===== src/rtl/fft_sm_pkg.sv =====
// Shared definitions for the FFT state-machine sample loader:
// default dimensions, sequencer state encoding and the bit-reverse helper.
package fft_sm_pkg;

  localparam int unsigned DefLog2N = 8;
  localparam int unsigned DefN     = 1 << DefLog2N;
  localparam int unsigned DefAw    = 10;
  localparam int unsigned DefDw    = 32;

  typedef enum logic [1:0] {
    StIdle,
    StLoad,
    StDrain
  } state_e;

  // Reverse the low log2n bits of k; bits above log2n come back as zero.
  function automatic logic [31:0] bitrev(input logic [31:0] k, input int unsigned log2n);
    logic [31:0] n;
    logic [31:0] t;
    n = '0;
    t = k;
    for (int unsigned i = 0; i < 32; i++) begin
      if (i < log2n) begin
        n = {n[30:0], t[0]};
        t = t >> 1;
      end
    end
    return n;
  endfunction

endpackage


===== src/rtl/fft_sm_loader_if.sv =====
// Valid/ready stream from the loader to the FFT working-memory writer.
// Each beat carries a memory slot address and a complex sample.
interface fft_sm_loader_if #(
  parameter int unsigned AddrW = fft_sm_pkg::DefLog2N,
  parameter int unsigned DataW = fft_sm_pkg::DefDw
);
  logic             valid;
  logic             ready;
  logic [AddrW-1:0] addr;
  logic [DataW-1:0] re;
  logic [DataW-1:0] im;

  modport master (output valid, output addr, output re, output im, input ready);
  modport slave  (input valid, input addr, input re, input im, output ready);
endinterface


===== src/rtl/fft_sm_bitrev.sv =====
// Combinational slot-to-sample index reverser: n = bitrev(k) over LOG2N bits,
// zero-extended to AW. Shared with the output-unload sequencer.
module fft_sm_bitrev
  import fft_sm_pkg::*;
#(
  parameter int unsigned LOG2N = DefLog2N,
  parameter int unsigned AW    = DefAw
) (
  input  logic [LOG2N-1:0] k_i,
  output logic [AW-1:0]    n_o
);

  // Pure wiring permutation; no logic depth.
  always_comb begin
    n_o = AW'(bitrev(32'(k_i), LOG2N));
  end

endmodule


===== src/rtl/fft_sm_loader.sv =====
// FFT initial-sample loader. Sweeps working-memory slots k = 0..N-1, drives the
// sample LUT at n = bitrev(k) and streams (k, re, 0) through a single-stage output
// register, so the working memory ends up in bit-reversed order.
// Build option: FFT_SM_LOADER_PRESCALE_EN divides each sample by N (arithmetic
// shift right by LOG2N) for butterfly headroom; timing is unchanged.
module fft_sm_loader
  import fft_sm_pkg::*;
#(
  parameter int unsigned LOG2N = DefLog2N,
  parameter int unsigned AW    = DefAw,
  parameter int unsigned DW    = DefDw
) (
  input  logic            clk,
  input  logic            rst,
  input  logic            start_i,
  output logic            busy_o,
  output logic            done_o,
  output logic [AW-1:0]   lut_n_o,
  input  logic [DW-1:0]   lut_x_re_i,
  fft_sm_loader_if.master out_if
);

  localparam logic [LOG2N-1:0] KLast = '1;

  state_e           state_q, state_d;
  logic [LOG2N-1:0] k_q, k_d;
  logic             valid_q, valid_d;
  logic [LOG2N-1:0] addr_q, addr_d;
  logic [DW-1:0]    re_q, re_d;
  logic             done_q, done_d;

  logic [AW-1:0]    n_rev;
  logic [DW-1:0]    sample;
  logic             free;
  logic             hs;

  fft_sm_bitrev #(
    .LOG2N(LOG2N),
    .AW   (AW)
  ) u_bitrev (
    .k_i(k_q),
    .n_o(n_rev)
  );

`ifdef FFT_SM_LOADER_PRESCALE_EN
  logic signed [DW-1:0] lut_s;
  assign lut_s  = $signed(lut_x_re_i);
  assign sample = lut_s >>> LOG2N;
`else
  assign sample = lut_x_re_i;
`endif

  assign free = !valid_q || out_if.ready;
  assign hs   = valid_q && out_if.ready;

  // Next-state: sweep control, output-register capture and done pulse.
  always_comb begin
    state_d = state_q;
    k_d     = k_q;
    valid_d = valid_q;
    addr_d  = addr_q;
    re_d    = re_q;
    done_d  = 1'b0;

    // A handshake empties the output register unless a capture refills it below.
    if (hs) begin
      valid_d = 1'b0;
    end

    unique case (state_q)
      StIdle: begin
        // done_q high means we only just left DRAIN; that start is not honoured.
        if (start_i && !done_q) begin
          state_d = StLoad;
          k_d     = '0;
        end
      end
      StLoad: begin
        if (free) begin
          valid_d = 1'b1;
          addr_d  = k_q;
          re_d    = sample;
          if (k_q == KLast) begin
            state_d = StDrain;
          end else begin
            k_d = k_q + LOG2N'(1);
          end
        end
      end
      StDrain: begin
        if (hs) begin
          done_d  = 1'b1;
          state_d = StIdle;
        end
      end
      default: begin
        state_d = StIdle;
      end
    endcase
  end

  // State and output registers; asynchronous reset abandons any partial load.
  always_ff @(posedge clk or posedge rst) begin
    if (rst) begin
      state_q <= StIdle;
      k_q     <= '0;
      valid_q <= 1'b0;
      addr_q  <= '0;
      re_q    <= '0;
      done_q  <= 1'b0;
    end else begin
      state_q <= state_d;
      k_q     <= k_d;
      valid_q <= valid_d;
      addr_q  <= addr_d;
      re_q    <= re_d;
      done_q  <= done_d;
    end
  end

  // Outputs: LUT address is forced to zero while idle.
  always_comb begin
    busy_o     = (state_q != StIdle);
    done_o     = done_q;
    lut_n_o    = busy_o ? n_rev : '0;
    out_if.valid = valid_q;
    out_if.addr  = addr_q;
    out_if.re    = re_q;
    out_if.im    = '0;
  end

endmodule


===== src/flat_wrapper.sv =====
// flat-port wrapper written by rule: the top's interface ports become plain ports
module fft_sm_loader_flat import fft_sm_pkg::*;
#(
  parameter int unsigned LOG2N = DefLog2N,
  parameter int unsigned AW    = DefAw,
  parameter int unsigned DW    = DefDw
)
  (clk, rst, start_i, busy_o, done_o, lut_n_o, lut_x_re_i, out_if_valid, out_if_addr, out_if_re, out_if_im, out_if_ready);
  fft_sm_loader_if #(.AddrW(8), .DataW(32)) out_if_i ();
  input  logic clk;
  input  logic rst;
  input  logic start_i;
  output logic busy_o;
  output logic done_o;
  output logic [AW-1:0] lut_n_o;
  input  logic [DW-1:0] lut_x_re_i;
  output wire logic [$bits(out_if_i.valid)-1:0] out_if_valid;
  output wire logic [$bits(out_if_i.addr)-1:0] out_if_addr;
  output wire logic [$bits(out_if_i.re)-1:0] out_if_re;
  output wire logic [$bits(out_if_i.im)-1:0] out_if_im;
  input wire logic [$bits(out_if_i.ready)-1:0] out_if_ready;
  assign out_if_valid = out_if_i.valid;
  assign out_if_addr = out_if_i.addr;
  assign out_if_re = out_if_i.re;
  assign out_if_im = out_if_i.im;
  assign out_if_i.ready = out_if_ready;
  fft_sm_loader #(.LOG2N(LOG2N), .AW(AW), .DW(DW)) u_core (.clk(clk), .rst(rst), .start_i(start_i), .busy_o(busy_o), .done_o(done_o), .lut_n_o(lut_n_o), .lut_x_re_i(lut_x_re_i), .out_if(out_if_i));
endmodule

===== config.mk =====
export PLATFORM = sky130hd
export DESIGN_NAME = fft_sm_loader_flat
export DESIGN_NICKNAME = d
export VERILOG_FILES = /design/src/rtl/fft_sm_pkg.sv /design/src/rtl/fft_sm_loader_if.sv /design/src/rtl/fft_sm_bitrev.sv /design/src/rtl/fft_sm_loader.sv /design/src/flat_wrapper.sv
export SDC_FILE = /design/constraint.sdc
export NUM_CORES = 1
export LEC_CHECK = 0
export ABC_AREA = 1
export CAP_MARGIN = 25
export CORE_UTILIZATION = 41
export DETAILED_ROUTE_END_ITERATION = 12
export PLACE_DENSITY_LB_ADDON = 0.1
export SYNTH_ARGS = -nofsm -noshare
export SYNTH_HDL_FRONTEND = slang
export SYNTH_SLANG_ARGS = --single-unit

===== constraint.sdc =====
create_clock -name clk -period 2.1 [get_ports clk]
set_clock_uncertainty 0.15 [all_clocks]
set_input_delay 0.42 -clock clk [delete_from_list [all_inputs] [get_ports clk]]
set_output_delay 0.42 -clock clk [all_outputs]
set_load 0.005 [all_outputs]

==> results.md <==
* Switch Pwr at 1530 uW
* Fin nets at 448
* Clock power frac at 15.5%
* Clock transition at path regs at 90 ps
* Drt total wl at 5910 microns
* VDD IR-drop max at 517 uV
* DR iter-0 viols at 78
* Setup violators final at 0
* Post-synthesis sequential area ratio at 50.1%
* Hold_sp: u_core.out_if.re[26]$_DFFE_PP0P_
* N_diodes at 0
* Total track usage at 17.4%
* Synth warn at 0
* Initial Util at 43.1%
* Reg2Reg Launch Point: u_core.k_q[1]$_DFFE_PP0P_
* H-tree levels at 2
* Drt pass-1 iters at 4
* Post-layout instance area at 3590 sq um
* Crit. End Element: primary output
* Sum Neg Setup Slack at 0 ps
* Max Freq at 0.492 GHz
* Fillcell total at 581
* I/O pin cnt at 121
* Clock Tree Buf Depth at 2
* Seq pwr share at 37.3%
* Cts bufs inserted at 5
* Wirelength per Cell at 12.1 microns
* PD cells at 1200 nW/um^2
* Clock sinks at 52
* Die Span X at 81.6 microns
* DIE AREA at 6650 sq um
* Period Utilization, post-route at 96.8%
* TritonCTS clock tree: done
* P_int at 2780 uW
* Initial antenna violation count at 0
* Hold path cells at 2
* Vias in the first global route at 1911
* Worst EP required at 1530 ps
* Fin crit period at 2030 ps
* Most numerous cell in the Yosys netlist: nand2_1
* Total power at 4310 uW
* Top cells by area, synth: dfrtp_1 (50%), nand2_1 (18%), buf_4 (9.8%), nand3_1 (6.6%), nor2_1 (3.0%)
* DP HPWL at 4120 microns
* CTS Root Cell: clkbuf_8
* RSZ-0062 raised after global routing: false
* Post-synth design cell area at 2600 sq um
* DRC Markers at 0
* Min Hold Slack at 325 ps
* Reg2Reg Depth at 9
* Row Count at 28
* Synth top cells by count: nand2_1 (122), dfrtp_1 (52), buf_4 (34), nand3_1 (34), nor2_1 (21)
* Gp weighted congestion at 0.767
* Post-synth EDFFs at 0
* Largest fanout on the critical path at 5
* Worst Setup Path Type: reg2out
* Synth-to-layout area growth at 38.2%
* Switch share at 35.5%
* Outcome: complete, no violations
* Critical Path AT at 1460 ps
* Die Ht at 81.6 microns
* Share of cells above drive strength 1 at 8.50%
* Vias per cell at 4.54
* Max cap viols at 0
* Distinct cells, synth at 26
* CP Launch Type: flip-flop
* Slew Viols, Final at 0
* Hold Violations, Final at 0
* Pin count of the biggest net entering global routing at 53
* Yosys top cell area share at 50.1%
* Pleak at 0.00182 uW
* Asr flop ratio synth at 100%
* Syn Area/Cell at 8.11 sq um
* Synth area leader: dfrtp_1
* Via Count at 2209
* Min-Delay Path Class: reg2reg
* Worst-skew pair later-pin latency at 290 ps
* Dpl cell area at 3440 sq um
* Mapped Cells at 320
* First-pass GRT wire length at 8910 microns
* Comb power frac at 47.2%
* DRT antenna net count at 0
* Crit path launch: u_core.state_q[0]$_DFFE_PP0P_
* Core Footprint at 6030 sq um
* Grt total ovfl at 0
* I/O Buffers at 86
* Yosys reg bits at 52
* Top FF cell, synth: dfrtp_1
==> registers in the layout, summed over array words and instances, names as in the netlist <==
signal	count
u_core.out_if.addr	8
u_core.out_if.re	32
u_core.out_if.valid	1
u_core.k_q	8
u_core.state_q	2
u_core.done_o	1
==> critical path, stage by stage, from the launching register on <==
cell	delay (ps)
dfrtp_2	480
nor2_4	190
nor2_1	60
clkdlybuf4s50_1	450
==> power by group through the flow <==
| stage | clock network [uW] | registers [uW] | logic [uW] |
|---|---|---|---|
| after floorplan | 0 | 1630 | 989 |
| after detailed placement | 0 | 1610 | 2020 |
| after global routing | 721 | 1660 | 2280 |
| after global placement | 0 | 1600 | 2000 |
| after CTS | 693 | 1600 | 2040 |
| final | 668 | 1610 | 2030 |
==> per-stage QoR <==
| step | setup WS, ps | instances | utilization, % |
|---|---|---|---|
| floorplan | 272 | 353 | - |
| global placement | 214 | 476 | 57.0 |
| detailed placement | 190 | 476 | 57.0 |
| CTS | 0.386 | 485 | 59.0 |
| global route | 4.37 | 487 | 59.6 |
| finish | 66.5 | 487 | 59.6 |
==> metal layers <==
layer  up-vias  wire length (microns)  global-route usage, %
met2        72                   2790                   27.9
met5         -                      0                      0
li1       1107                      -                      -
met3         6                    371                   2.56
met1      1024                   2660                   23.6
met4         0                     86                   7.02
==> layout by cell type, fill, tap and decap left out, types with 2 or more instances in the layout <==
master / n
o21ai_1: 7
nand2_1: 122
nor3b_1: 2
clkbuf_8: 5
dlymetal6s2s_1: 4
clkdlybuf4s50_1: 82
conb_1: 34
buf_12: 2
dfrtp_1: 49
inv_2: 6
nor2_1: 21
buf_4: 7
nand3_1: 34
inv_1: 14
o21ai_0: 3
dfrtp_2: 3
nor2_4: 5
==> cells by family (layout without fill, tap and decap cells) <==
logic type,Yosys count,count (layout),share of synthesized area [%]
buf+inv,65,123,15.1
compound gates,12,12,2.55
simple gates,189,190,31.6
flops,52,52,50.1
other cells,1,34,0.144
fa+ha+maj,1,1,0.482
==> final cells by class <==
type | instances | area (sq um) | area share, %
timing repair buffer | 95 | 963 | 26.8
clock buffer | 6 | 72.6 | 2.02
multi-input combinational | 237 | 1040 | 29.1
sequential | 52 | 1310 | 36.4
inverter | 20 | 75.1 | 2.09
clock inverter | 2 | 35.0 | 0.976
tap | 75 | 93.8 | 2.62
==> worst paths after layout <==
| kind | endpoint | slack [ps] |
|---|---|---|
| worst max-delay path | lut_n_o[6] | 70 |
| worst min-delay path | u_core.out_if.re[26]$_DFFE_PP0P_ | 320 |
| worst max register to register | u_core.k_q[5]$_DFFE_PP0P_ | 470 |
| worst min register to register | u_core.out_if.re[26]$_DFFE_PP0P_ | 320 |
| max in group asynchronous | u_core.k_q[2]$_DFFE_PP0P_ | 1210 |
| min in group asynchronous | u_core.out_if.re[20]$_DFFE_PP0P_ | 340 |
==> what timing repair did <==
item,in CTS,in global routing
cloned,0,1
pin swaps,1,1
resized for setup,1,8
hold buffers,0,0
buffers inserted,1,1
setup endpoints to repair,9,9
Power figures use the tool's default switching activity.
